### src/rtl/secded_decoder_pipe_pkg.sv
// secded_pkg: shared SECDED(72,64) constants, codeword type, position table and check/syndrome helpers
package secded_pkg;
  localparam int CW_W   = 72;
  localparam int DATA_W = 64;
  localparam int CHK_W  = 8;
  typedef logic [CW_W-1:0] codeword_t;
  typedef logic [DATA_W-1:0][6:0] pos_tab_t;
  // P(j): the (j+1)-th non-power-of-two Hamming position in 3..71
  function automatic pos_tab_t gen_pos_tab();
    pos_tab_t t;
    int j;
    t = '0;
    j = 0;
    for (int p = 3; p < CW_W; p++)
      if ((p & (p - 1)) != 0) begin
        t[j] = 7'(p);
        j++;
      end
    return t;
  endfunction
  localparam pos_tab_t P_TAB = gen_pos_tab();
  function automatic logic [6:0] calc_chk(logic [DATA_W-1:0] d);
    logic [6:0] c;
    c = '0;
    for (int j = 0; j < DATA_W; j++)
      for (int i = 0; i < 7; i++)
        if (P_TAB[j][i]) c[i] ^= d[j];
    return c;
  endfunction
  // Codeword bit index addressed by a nonzero syndrome, or -1 when it names no position
  function automatic int syn2idx(logic [6:0] s);
    int idx;
    idx = -1;
    for (int i = 0; i < 7; i++)
      if (s == 7'(1 << i)) idx = DATA_W + i;
    for (int j = 0; j < DATA_W; j++)
      if (s == P_TAB[j]) idx = j;
    return idx;
  endfunction
endpackage

### src/rtl/secded_decoder_pipe_err_cnt.sv
// secded_err_cnt: saturating event counter with synchronous clear (clear wins over increment)
//   clk, rst_n (async active-low), i_clr, i_inc -> o_cnt
module secded_err_cnt #(
  parameter int W = 16
) (
  input  logic         clk,
  input  logic         rst_n,
  input  logic         i_clr,
  input  logic         i_inc,
  output logic [W-1:0] o_cnt
);
  logic [W-1:0] r_cnt;
  always_ff @(posedge clk or negedge rst_n)
    if (!rst_n) r_cnt <= '0;
    else if (i_clr) r_cnt <= '0;
    else if (i_inc && r_cnt != {W{1'b1}}) r_cnt <= r_cnt + W'(1);
  assign o_cnt = r_cnt;
endmodule

### src/rtl/secded_decoder_pipe.sv
// secded_decoder_pipe: two-stage valid/ready SECDED(72,64) decoder with saturating error counters
//   in_valid/in_ready/in_data: codeword input; out_valid/out_ready/out_data: corrected codeword output
//   single_error/double_error/error_detected/syndrome: status of the current output word
//   cnt_clr, single_cnt, double_cnt: error statistics; SECDED_ERR_LOG_EN adds log_valid/log_syndrome/log_data
module secded_decoder_pipe
  import secded_pkg::*;
#(
  parameter int CNT_W = 16
) (
  input  logic             clk,
  input  logic             rst_n,
  input  logic             in_valid,
  output logic             in_ready,
  input  logic [CW_W-1:0]  in_data,
  output logic             out_valid,
  input  logic             out_ready,
  output logic [CW_W-1:0]  out_data,
  output logic             error_detected,
  output logic             single_error,
  output logic             double_error,
  output logic [CHK_W-1:0] syndrome,
  input  logic             cnt_clr,
  output logic [CNT_W-1:0] single_cnt,
  output logic [CNT_W-1:0] double_cnt
`ifdef SECDED_ERR_LOG_EN
  ,
  output logic             log_valid,
  output logic [CHK_W-1:0] log_syndrome,
  output logic [CW_W-1:0]  log_data
`endif
);
  logic       r_s1_valid, r_s1_p;
  codeword_t  r_s1_cw;
  logic [6:0] r_s1_s;
  logic       r_out_valid, r_single, r_double;
  codeword_t  r_out_data;
  logic [CHK_W-1:0] r_syn;
  logic       w_s2_load, w_s1_adv, w_xfer, w_hit, w_single, w_double;
  int         w_idx;
  logic [6:0] w_flip;
  codeword_t  w_mask;
  assign w_s2_load = !r_out_valid || out_ready;
  assign w_s1_adv  = r_s1_valid && w_s2_load;
  assign in_ready  = !r_s1_valid || w_s1_adv;
  assign w_xfer    = r_out_valid && out_ready;
  always_ff @(posedge clk or negedge rst_n)
    if (!rst_n) begin
      r_s1_valid <= 1'b0;
      r_s1_cw    <= '0;
      r_s1_s     <= '0;
      r_s1_p     <= 1'b0;
    end else if (in_ready) begin
      r_s1_valid <= in_valid;
      if (in_valid) begin
        r_s1_cw <= in_data;
        r_s1_s  <= calc_chk(in_data[DATA_W-1:0]) ^ in_data[70:64];
        r_s1_p  <= ^in_data;
      end
    end
  // Odd parity means one flipped bit: s==0 points at the parity bit itself, otherwise s must name a position
  assign w_idx    = syn2idx(r_s1_s);
  assign w_hit    = w_idx >= 0;
  assign w_single = r_s1_p && (r_s1_s == '0 || w_hit);
  assign w_double = r_s1_s != '0 && (!r_s1_p || !w_hit);
  assign w_flip   = r_s1_s == '0 ? 7'd71 : w_idx[6:0];
  assign w_mask   = w_single ? codeword_t'(1) << w_flip : '0;
`ifdef SECDED_ERR_LOG_EN
  codeword_t r_out_raw;
  always_ff @(posedge clk or negedge rst_n)
    if (!rst_n) r_out_raw <= '0;
    else if (w_s1_adv) r_out_raw <= r_s1_cw;
`endif
  always_ff @(posedge clk or negedge rst_n)
    if (!rst_n) begin
      r_out_valid <= 1'b0;
      r_out_data  <= '0;
      r_single    <= 1'b0;
      r_double    <= 1'b0;
      r_syn       <= '0;
    end else if (w_s2_load) begin
      r_out_valid <= r_s1_valid;
      if (r_s1_valid) begin
        r_out_data <= r_s1_cw ^ w_mask;
        r_single   <= w_single;
        r_double   <= w_double;
        r_syn      <= {r_s1_p, r_s1_s};
      end
    end
  assign out_valid      = r_out_valid;
  assign out_data       = r_out_data;
  assign single_error   = r_single;
  assign double_error   = r_double;
  assign error_detected = r_single | r_double;
  assign syndrome       = r_syn;
  secded_err_cnt #(.W(CNT_W)) u_single_cnt (
    .clk   (clk),
    .rst_n (rst_n),
    .i_clr (cnt_clr),
    .i_inc (w_xfer && r_single),
    .o_cnt (single_cnt)
  );
  secded_err_cnt #(.W(CNT_W)) u_double_cnt (
    .clk   (clk),
    .rst_n (rst_n),
    .i_clr (cnt_clr),
    .i_inc (w_xfer && r_double),
    .o_cnt (double_cnt)
  );
`ifdef SECDED_ERR_LOG_EN
  logic             r_log_valid;
  logic [CHK_W-1:0] r_log_syn;
  codeword_t        r_log_data;
  // Sticky capture of the first erroneous word as received, before correction
  always_ff @(posedge clk or negedge rst_n)
    if (!rst_n) begin
      r_log_valid <= 1'b0;
      r_log_syn   <= '0;
      r_log_data  <= '0;
    end else if (cnt_clr) begin
      r_log_valid <= 1'b0;
      r_log_syn   <= '0;
      r_log_data  <= '0;
    end else if (w_xfer && (r_single || r_double) && !r_log_valid) begin
      r_log_valid <= 1'b1;
      r_log_syn   <= r_syn;
      r_log_data  <= r_out_raw;
    end
  assign log_valid    = r_log_valid;
  assign log_syndrome = r_log_syn;
  assign log_data     = r_log_data;
`endif
endmodule

### config.mk
export PLATFORM = sky130hd
export DESIGN_NAME = secded_decoder_pipe
export DESIGN_NICKNAME = d
export VERILOG_FILES = /design/src/rtl/secded_decoder_pipe_pkg.sv /design/src/rtl/secded_decoder_pipe_err_cnt.sv /design/src/rtl/secded_decoder_pipe.sv
export SDC_FILE = /design/constraint.sdc
export NUM_CORES = 1
export LEC_CHECK = 0
export ABC_AREA = 1
export BUFFER_PORTS_ARGS = -buffer_cell sky130_fd_sc_hd__buf_2
export CAP_MARGIN = 20
export CORE_UTILIZATION = 44
export CTS_BUF_LIST = sky130_fd_sc_hd__clkbuf_2 sky130_fd_sc_hd__clkbuf_4 sky130_fd_sc_hd__clkbuf_8
export CTS_CLUSTER_SIZE = 30
export DETAILED_ROUTE_END_ITERATION = 8
export PLACE_DENSITY = 0.68
export SLEW_MARGIN = 10
export SYNTH_ARGS = -nofsm -noshare
export SYNTH_HDL_FRONTEND = slang
export SYNTH_SLANG_ARGS = --single-unit
### constraint.sdc
create_clock -name clk -period 2.1 [get_ports clk]
set_input_delay 0.21 -clock clk [delete_from_list [all_inputs] [get_ports clk]]
set_output_delay 0.21 -clock clk [all_outputs]
set_load 0.03 [all_outputs]
# Word-level counts from Yosys, hierarchy flattened
# Cells that the tools add are included.
[classes]
add_sub_neg = 2
order_cmp = 1
eq_ne = 73
shift = 1
muxes = 485
n_bitwise = 201
n_reduce_logical = 23
[ops]
columns = ["cell", "n"]
rows = [
  ["32-bit 2-to-1 mux", 71],
  ["1-bit 2-to-1 mux", 408],
  ["7-bit by 6-bit equality test with 1-bit output, second input constant", 32],
  ["1-bit XOR", 198],
  ["7-bit by 5-bit equality test with 1-bit output, second input constant", 16],
  ["72-bit 2-to-1 mux", 1],
  ["72-bit XOR reduction", 1],
  ["1-bit by 7-bit left shift with 72-bit output, first input constant", 1],
  ["72-bit XOR", 1],
  ["16-bit 2-to-1 mux", 4],
  ["7-bit by 4-bit equality test with 1-bit output, second input constant", 8],
  ["7-bit equality test, second input constant", 8],
  ["16-bit by 1-bit adder with 16-bit output, second input constant", 2],
  ["32-bit by 1-bit greater-or-equal comparator with 1-bit output, second input constant", 1],
  ["16-bit != test, second input constant", 2],
  ["7-bit by 3-bit equality test with 1-bit output, second input constant", 4],
  ["7-bit by 2-bit equality test with 1-bit output, second input constant", 2],
  ["1-bit logical AND", 8],
  ["7-bit by 1-bit equality test with 1-bit output, second input constant", 1],
  ["7-bit logical NOT", 1],
  ["7-bit 2-to-1 mux", 1],
  ["7-bit nonzero test", 1],
  ["7-bit XOR", 1],
  ["1-bit logical NOT", 4],
  ["4 further kinds", 9],
]
[totals]
reg_bits = 196
output_inout_bits = 117

# Longest topological paths before layout
# Gate-level depths: netlist of the first run.
[logic_depth]
depth_word = 108
depth_mapped = 16
depth_no_buf = 16

# Modules after synthesis
# From an unflattened synthesis of the first run, not the netlist that was laid out.
[unflattened]
hier_cells = 1893
hier_area_um2 = 12871.1
[modules_own_cells]
columns = ["module", "instances", "cells_per_inst", "area_each_um2", "seq_area_each_um2"]
rows = [
  ["secded_decoder_pipe", 1, 1604, 10800.4, 4103.9],
  ["secded_err_cnt at u_double_cnt", 1, 144, 1037.2, 400.4],
  ["secded_err_cnt at u_single_cnt", 1, 145, 1033.5, 400.4],
]

# Worst setup path after synthesis of the first run
# Ideal clock, no wire load.
[synth_path]
path_kind = "register to register"
startpoint = "register u_single_cnt.r_cnt[0], in the netlist u_single_cnt.o_cnt[0]"
endpoint = "register u_single_cnt.r_cnt[14], in the netlist u_single_cnt.o_cnt[14]"
setup_ns = 0.121
arrival_time_ns = 1.967
setup_slack_ns = 0.012
stages_incl_launch_ff = 11
n_path_buf = 0
synth_period_minus_slack_ns = 2.088
cell_sequence = "dfrtp_1 ha_1 nand3_1 nor3_1 nand3_1 nand2_1 or2_2 nor4_1 nand2_1 o21ai_0 nor2_1"
[synth_between]
elab_chain_cells = 3
elab_cells_between_ends = 6
classes_between = "1 x add/sub; 1 x eq/ne; 2 x mux; 2 x reduce/logical"
[synth_lines]
columns = ["element", "line_no", "text"]
rows = [
  ["from (decl)", "secded_decoder_pipe_err_cnt.sv:12", "logic [W-1:0] r_cnt;"],
  ["from (signal assigned)", "secded_decoder_pipe_err_cnt.sv:16", "else if (i_inc && r_cnt != {W{1'b1}}) r_cnt <= r_cnt + W'(1);"],
  ["16-bit by 1-bit adder with 16-bit output / 16-bit != test (equally long branches)", "secded_decoder_pipe_err_cnt.sv:16", ""],
  ["16-bit 2-to-1 mux / 1-bit logical AND (equally long branches)", "secded_decoder_pipe_err_cnt.sv:16", ""],
  ["16-bit 2-to-1 mux / 2-bit nonzero test (equally long branches)", "--", ""],
]
# Several ways; a longest one is shown, not always the timed one. The select of a mux whose other input is x is not followed.
# A chain may end at the register's enable or synchronous reset.

# Worst setup path after layout of the first run
[layout_path]
startpoint = "register r_s1_s[6]"
endpoint = "register r_out_data[6], in the netlist out_data[6]"
[layout_between]
elab_chain_cells = 77
elab_cells_between_ends = 150
classes_between = "1 x order compare; 71 x eq/ne; 1 x shift; 73 x mux; 1 x bitwise; 3 x reduce/logical"
[layout_lines]
columns = ["element", "line_no", "text"]
rows = [
  ["from (decl)", "secded_decoder_pipe.sv:34", "logic [6:0] r_s1_s;"],
  ["from (signal assigned)", "secded_decoder_pipe.sv:56", "r_s1_s <= calc_chk(in_data[DATA_W-1:0]) ^ in_data[70:64];"],
  ["7-bit by 1-bit equality test with 1-bit output", "secded_decoder_pipe_pkg.sv:35", "if (s == 7'(1 << i)) idx = DATA_W + i;"],
  ["32-bit 2-to-1 mux (7 in series)", "secded_decoder_pipe_pkg.sv:35", ""],
  ["32-bit 2-to-1 mux (64 in series)", "secded_decoder_pipe_pkg.sv:37", "if (s == P_TAB[j]) idx = j;"],
  ["32-bit by 1-bit greater-or-equal comparator with 1-bit output", "secded_decoder_pipe.sv:62", "assign w_hit = w_idx >= 0;"],
  ["1-bit logical OR", "secded_decoder_pipe.sv:63", "assign w_single = r_s1_p && (r_s1_s == '0 || w_hit);"],
  ["1-bit logical AND", "secded_decoder_pipe.sv:63", ""],
  ["72-bit 2-to-1 mux *", "secded_decoder_pipe.sv:66", "assign w_mask = w_single ? codeword_t'(1) << w_flip : '0;"],
  ["72-bit XOR *", "secded_decoder_pipe.sv:83", "r_out_data <= r_s1_cw ^ w_mask;"],
  ["to (signal assigned)", "secded_decoder_pipe.sv:83", ""],
  ["to (decl)", "secded_decoder_pipe.sv:36", "codeword_t r_out_data;"],
]
# Every way passes the cells marked *; elsewhere a longest branch is shown, timed or not.

==> metrics.md, run 1 <==
| Metric | Value |
|---|---|
| Row Count | `61` |
| Setup crit end | `out_data[6]` |
| Post-Synthesis Cells | `approximately 1,800` |
| WP data required | `approximately 2.5 ns` |
| Reg power frac | `22.8%` |
| Synthesized flop and latch total | `196` |
| Cells on worst reg2reg path | `17` |
| Syn avg cell area | `6.95 um^2` |
| Fin crit share | `115%` |
| Post-synth ARST share | `100%` |
| Die footprint | `0.0292 mm^2` |
| Final hold viol count | `0` |
| Worst setup EP type | `flop` |
| Die width | `approximately 170 um` |
| Net Count, Synth | `between 1,500 and 2,000` |
| Fillers | `between 2,000 and 3,000` |
| Overall routing resource usage | `around 30%` |
| Vias in the first global route | `approximately 13,000` |
| Lkg Pwr | `between 0.008 and 0.009 uW` |
| Slew headroom | `a little over half` |
| Reg-to-reg setup timing slack | `-0.31 ns` |
| Final min period | `between 2 and 2.5 ns` |
| CTS root buf | `clkbuf_8` |
| Status | `finished, violations left` |
| Layout Nets | `2,268` |
| Area delta synth->final | `37.2%` |
| Switch share | `47.9%` |
| F_max | `414 MHz` |
| DRT iter0 DRCs | `around 940` |
| Crit path launch type | `flop` |
| Hold Path Class | `in -> reg` |
| Clk slew on worst S/H paths | `0.11 ns` |
| GRT Residual Overflow | `0` |
| Synth cell types | `28` |
| Final setup viols | `73` |
| Slew Limit Fails | `0` |
| Max Cap Viol | `0` |
| First-pass GRT wire length | `about 67,000 um` |
| DRC errors left | `0` |
| Share of layout cells above drive strength 1 | `a little over a quarter` |
| TritonCTS clock tree | `done` |
| Dominant cells by area after synthesis | `dfrtp_1 39%, nand2_1 18%, xnor2_1 7.2%` |
| Worst hold start | `in_data[61]` |
| Sequential share of the synthesized area | `39.1%` |
| Hold WS | `between 0.03 and 0.04 ns` |
| Combinational power share | `approximately two thirds` |
| Largest net degree at the start of global routing | `90` |
| NetSw | `approximately 11,000 uW` |
| Worst Setup SP | `r_s1_s[6]` |
| Initial core utilization | `44.9%` |
| Yosys warnings | `0` |
| Worst skew pair latency | `a little over 0.5 ns` |
| Setup ws final | `-0.313 ns` |
| Yosys top cell by area | `dfrtp_1` |
| Setup_tns | `-19.57 ns` |
| Vias per std cell | `5.27` |
| Failing checks | `negative setup slack` |
| Worst-Margin Slew | `0.693 ns` |
| Max rail drop VDD | `between 0.001 and 0.0015 V` |
| Syn Std Cell Area | `~0.013 mm^2` |
| Critical path fanouts, max | `13` |
| Initial antenna violation count | `1` |
| Pwr per Cell Area | `~1400 mW/mm^2` |
| Count leader, synth | `nand2_1` |
| WP data arrival | `approximately 2.8 ns` |
| Top-level I/O count | `a little under 200` |
| Die Y | `about 170 um` |
| Clk pwr share | `between 10% and 20%` |
| Crit Path Category | `reg -> reg` |
| Unrepaired setup endpoints after global routing | `true` |
| Post-route ant nets | `0` |
| H-tree levels | `4` |
| Wirelength per Cell | `17.4 um` |
| List of most frequent post-synthesis cells | `615 x nand2_1, 196 x dfrtp_1, 191 x inv_1, 179 x nand3_1, 126 x nor2_1` |
| DRT Pass-1 Iters | `5` |
| Clock buffer depth | `2` |
| R2r endpoint | `out_data[6]` |
| DP HPWL | `31,800 um` |
| CTS Sinks | `just under 200` |
| Core footprint | `0.0279 mm^2` |
| Synth Flop Type | `dfrtp_1` |
| Share of the synthesized area in the top cell type | `between 30 and 40%` |
| Post-synth EDFFs | `0` |
| Worst Skew | `slightly below 0.02 ns` |
| R2R Path Start | `r_s1_s[6]` |
| CTS Buf Count | `17` |
| GPL Wtd Cong | `roughly 0.93` |
| DRT Wirelength | `~45,000 um` |
| Port Buf Inserts | `slightly below 200` |
| Via count | `13,600` |
| Cell-internal power | `12,100 uW` |
-- cell families after synthesis --
logic type	Yosys count	synth area share [%]
flip-flops	196	39.1
AND/OR/NAND/NOR	1037	35.2
XOR/XNOR	172	12.0
adder cells (fa/ha/maj)	2	0.199
AO/OA/AOI/OAI	125	5.05
buffers and inverters	274	8.49
-- routing by layer --
| metal | up-vias | share of wire (%) | track usage [%] |
|---|---|---|---|
| met5 | - | 0 | 0 |
| met4 | 0 | 3.2 | 10.6 |
| met3 | 96 | 6.5 | 5.07 |
| met2 | 502 | 48 | 50.7 |
| met1 | 6502 | 42 | 39.7 |
| li1 | 6489 | - | - |
-- power groups by stage --
stage | clock network [uW] | registers (uW) | logic (uW)
floorplan | 0 | 6180 | 5230
global placement | 0 | 5290 | 9310
detailed placement | 0 | 5320 | 9390
CTS | 2640 | 5290 | 12800
global route | 2790 | 5400 | 16100
finish | 2590 | 5310 | 15400
-- metrics by stage --
step | power, uW | setup WS [ns] | area [um^2] | instances | util, %
2_1_floorplan | 11400 | 0.0121 | 12600 | 1806 | -
3_3_place_gp | 14600 | -0.626 | 15000 | 2460 | 53.8
3_5_place_dp | 14700 | -0.576 | 15000 | 2460 | 53.8
4_1_cts | 20700 | -0.272 | 16500 | 2558 | 59.1
5_1_grt | 24300 | -0.432 | 17200 | 2581 | 61.7
6_report | 23300 | -0.313 | 17200 | 2581 | 61.7
-- worst max-delay path, stage by stage (launching register included) --
cell,delay (ns)
dfrtp_1,0.42
inv_4,0.07
buf_4,0.14
nand3_4,0.19
buf_4,0.15
nor2_2,0.04
nor2_1,0.08
nand2_1,0.06
nor2_2,0.16
nand3_2,0.10
nor2_4,0.12
nand3_4,0.14
buf_12,0.20
clkbuf_16,0.18
nand4_1,0.07
nand2_1,0.06
nand2_1,0.06
nand2_1,0.07
-- cells in the final DEF, fill, tap and decap left out, drive strengths merged, types with 2 or more instances in the layout --
master       instances
nand2              615
buf                400
inv                202
dfrtp              196
nand3              184
nor2               127
o21ai              105
xnor2              103
nand4               80
xor2                69
dlygate4sd3         35
clkbuf              25
a21oi               16
nor3                14
nor4                 6
nand3b               5
clkinv               5
or2                  5
ha                   2
clkinvlp             2
-- sequential cells by signal, indices dropped and copies added (netlist names) --
| signal | cells |
|---|---|
| double_error | 1 |
| out_data | 72 |
| out_valid | 1 |
| r_s1_cw | 72 |
| r_s1_p | 1 |
| r_s1_s | 7 |
| r_s1_valid | 1 |
| single_error | 1 |
| syndrome | 8 |
| u_double_cnt.o_cnt | 16 |
| u_single_cnt.o_cnt | 16 |
-- layout make-up --
type                       count  area, um^2  share of cell area [%]
timing repair buffer         441        3400                    19.8
tap                          378         473                    2.75
clock buffer                  19         262                    1.52
multi-input combinational   1336        7280                    42.3
sequential                   196        4910                    28.5
clock inverter                13         140                   0.814
inverter                     197         751                    4.36
antenna                        1        2.50                  0.0145
-- how the worst min path moves through the flow --
stage                                         to  slack [ns]  depth (start not counted)
after floorplan                     double_error       -0.09                          0
after global placement    u_single_cnt.o_cnt[12]        0.22                          1
after detailed placement  u_single_cnt.o_cnt[12]        0.22                          1
after CTS                            r_s1_cw[63]       0.006                          3
after global routing                 r_s1_cw[70]        0.02                          3
final                                r_s1_cw[61]        0.04                          3
-- timing repair --
action                                  CTS  global route
cloned                                    6             6
endpoints found under the setup margin   76            92
hold buffers                             35             0
setup buffers                            25            16
resized for setup                       114           104
endpoints found under the hold margin    80             0
pin swaps                                17            40
Note: power is estimated with default switching activity, not from simulation.
==> inputs of run 2 (changes only) <==
- ABC_AREA: 1 -> not set
- PLACE_DENSITY: 0.68 -> 0.69
==> metrics.md, run 2 <==
| Metric | Value |
|---|---|
| Most common cell after layout, fill and taps aside | `buf_2` |
| DRT Pass-1 Iters | `5` |
| Slew headroom | `60.3%` |
| Synthesized flop and latch total | `between 150 and 200` |
| NetSw | `~11,000 uW` |
| DRT Wirelength | `between 30,000 and 40,000 um` |
| Storage cell area | `0.00493 mm^2` |
| Syn avg cell area | `10.2 um^2` |
| List of most frequent post-synthesis cells | `196 x dfrtp_1, 168 x xnor2_1, 117 x nand2_1, 79 x o21ai_0, 74 x xor2_1` |
| Initial core utilization | `~45%` |
| CTS Buf Count | `17` |
| Critical path fanouts, max | `8` |
| Sequential share of the synthesized area | `43.9%` |
| Post-Synthesis Cells | `between 1,000 and 1,500` |
| Slew Limit Fails | `0` |
| Clk slew on worst S/H paths | `approximately 0.13 ns` |
| Post-synth EDFFs | `0` |
| Post-synth ARST share | `100%` |
| Vias in the first global route | `9,769` |
| H-tree levels | `4` |
| Via count | `around 10,000` |
| Die width | `about 160 um` |
| Share of layout cells above drive strength 1 | `roughly 45%` |
| Final setup viols | `74` |
| Clk pwr share | `around 10%` |
| CTS root buf | `clkbuf_8` |
| Initial antenna violation count | `1` |
| GPL Wtd Cong | `between 0.8 and 0.9` |
| Fin crit share | `131%` |
| DRT iter0 DRCs | `728` |
| Die footprint | `between 0.02 and 0.03 mm^2` |
| Max rail drop VDD | `0.00100 V` |
| Pwr per Cell Area | `1540 mW/mm^2` |
| Synth Flop Type | `dfrtp_1` |
| Largest net degree at the start of global routing | `54` |
| Overall routing resource usage | `between 20% and 30%` |
| Area delta synth->final | `40.9%` |
| Count leader, synth | `dfrtp_1` |
| Unrepaired setup endpoints after global routing | `true` |
| WP data arrival | `between 3 and 4 ns` |
| Clock buffer depth | `2` |
| Worst Skew | `0.0281 ns` |
| Max Cap Viol | `0` |
| Yosys warnings | `0` |
| Port Buf Inserts | `roughly 190` |
| GRT Residual Overflow | `0` |
| First-pass GRT wire length | `roughly 55,000 um` |
| Placed instance count | `around 1,700` |
| N_diodes | `0` |
| DRC errors left | `0` |
| Post-route ant nets | `0` |
| Cell-internal power | `13,000 uW` |
| Dominant cells by area after synthesis | `dfrtp_1 44%, xnor2_1 13%, mux2_2 7.4%` |
| Row Count | `between 50 and 60` |
| CTS Sinks | `196` |
| Status | `finished, violations left` |
| Yosys top cell by area | `dfrtp_1` |
| Reg power frac | `21.3%` |
| DP HPWL | `between 20,000 and 30,000 um` |
| Crit path launch type | `flop` |
| Setup ws final | `-0.641 ns` |
| Failing checks | `negative setup slack` |
| Multi-input logic area | `0.00675 mm^2` |
| Hold Path Class | `in -> reg` |
| Worst skew pair latency | `about 0.48 ns` |
| Worst-Margin Slew | `around 0.6 ns` |
| Most frequent cells in the layout | `192 x buf_2, 178 x dfrtp_1, 158 x xnor2_1, 140 x buf_4, 112 x nand2_1` |
| WP data required | `between 2 and 2.5 ns` |
| Die Y | `around 160 um` |
| Net Count, Synth | `about 1,200` |
| Post-Place Worst Slack | `-0.697 ns` |
| Switch share | `between 40% and 50%` |
| Core footprint | `0.0246 mm^2` |
| Lkg Pwr | `0.00676 uW` |
| Hold WS | `0.0209 ns` |
| TritonCTS clock tree | `done` |
| Final min period | `roughly 2.7 ns` |
| Syn Std Cell Area | `approximately 0.011 mm^2` |
| Crit Path Category | `reg -> reg` |
| Vias per std cell | `approximately 5.5` |
| Share of the synthesized area in the top cell type | `a little over two fifths` |
| Worst setup EP type | `flop` |
| Non-filler cells, final | `1,795` |
| Combinational power share | `about 70%` |
| Layout Nets | `approximately 1,500` |
| Wirelength per Cell | `20.5 um` |
| Fillers | `1,973` |
| Synth cell types | `77` |
| Top-level I/O count | `194` |
| F_max | `around 360 MHz` |
| Final hold viol count | `0` |
-- run 2: worst max-delay path, stage by stage, from the launching register on --
cell      delay, ns
dfrtp_2        0.48
buf_6          0.14
buf_6          0.12
and4b_1        0.19
a211oi_2       0.21
o32a_2         0.21
nand4_4        0.10
or2_4          0.37
buf_8          0.17
buf_6          0.11
nor4_4         0.25
xnor2_1        0.17
o21ai_1        0.10
-- run 2: cells by family (layout without fill, tap and decap cells) --
logic type      after synthesis  count (layout)  synth area share, %
compound gates              169             169                 9.55
xor+xnor                    243             243                 19.2
fa+ha+maj                     3               3                0.324
buf+inv                      82             457                 3.72
flops                       196             196                 43.9
mux                          76              76                 7.62
simple gates                327             327                 15.8
-- run 2: path summary, 6_finish.rpt --
check / start / endpoint / slack, ns / cells after the start
max: r_s1_s[2] / out_data[51] / -0.64 / 12
max in group asynchronous: rst_n / r_s1_cw[49] / 1.12 / 3
max reg2reg: r_s1_s[2] / out_data[51] / -0.64 / 12
min in group asynchronous: rst_n / out_data[65] / 0.26 / 2
min reg2reg: syndrome[2] / syndrome[2] / 0.48 / 2
min: in_data[14] / r_s1_cw[14] / 0.02 / 2
-- run 2: timing repair --
action	in CTS	in global routing
gates cloned	4	4
setup endpoints to repair	75	88
pin swaps	60	63
hold buffers	10	1
buffers inserted	37	15
resized for setup	168	51
hold endpoints to repair	58	1
-- run 2: metal layers --
| metal | GRT usage [%] | part of all wire (%) |
|---|---|---|
| met1 | 37.3 | 43 |
| met2 | 44.9 | 47 |
| met3 | 5.68 | 7.1 |
| met4 | 8.79 | 2.8 |
| met5 | 0 | 0 |
-- run 2: final cells by class --
cell class	count	area share (%)
multi-input cells	818	42.9
flip-flops and latches	196	31.3
repair buffers	414	20.5
well taps	324	2.57
clock buffers	19	1.58
clock inverters	13	0.905
inverters	11	0.286
-- run 2: metrics by stage --
step	util (%)	TNS (ns)	cell area, um^2	total power, uW
2_1_floorplan	-	-15.86	11400	12000
3_3_place_gp	55.9	-44.76	13800	16500
3_5_place_dp	55.9	-44.59	13800	16600
4_1_cts	62.5	-35.27	15400	22900
5_1_grt	64.0	-46.05	15800	25200
6_report	64.0	-39.06	15800	24200
-- run 2: power groups by stage --
stage | Sequential [uW] | Clock (uW) | Combinational, uW
2_1_floorplan | 5840 | 0 | 6210
3_3_place_gp | 5150 | 0 | 11400
3_5_place_dp | 5170 | 0 | 11400
4_1_cts | 5120 | 2520 | 15300
5_1_grt | 5220 | 2640 | 17300
6_report | 5140 | 2470 | 16600
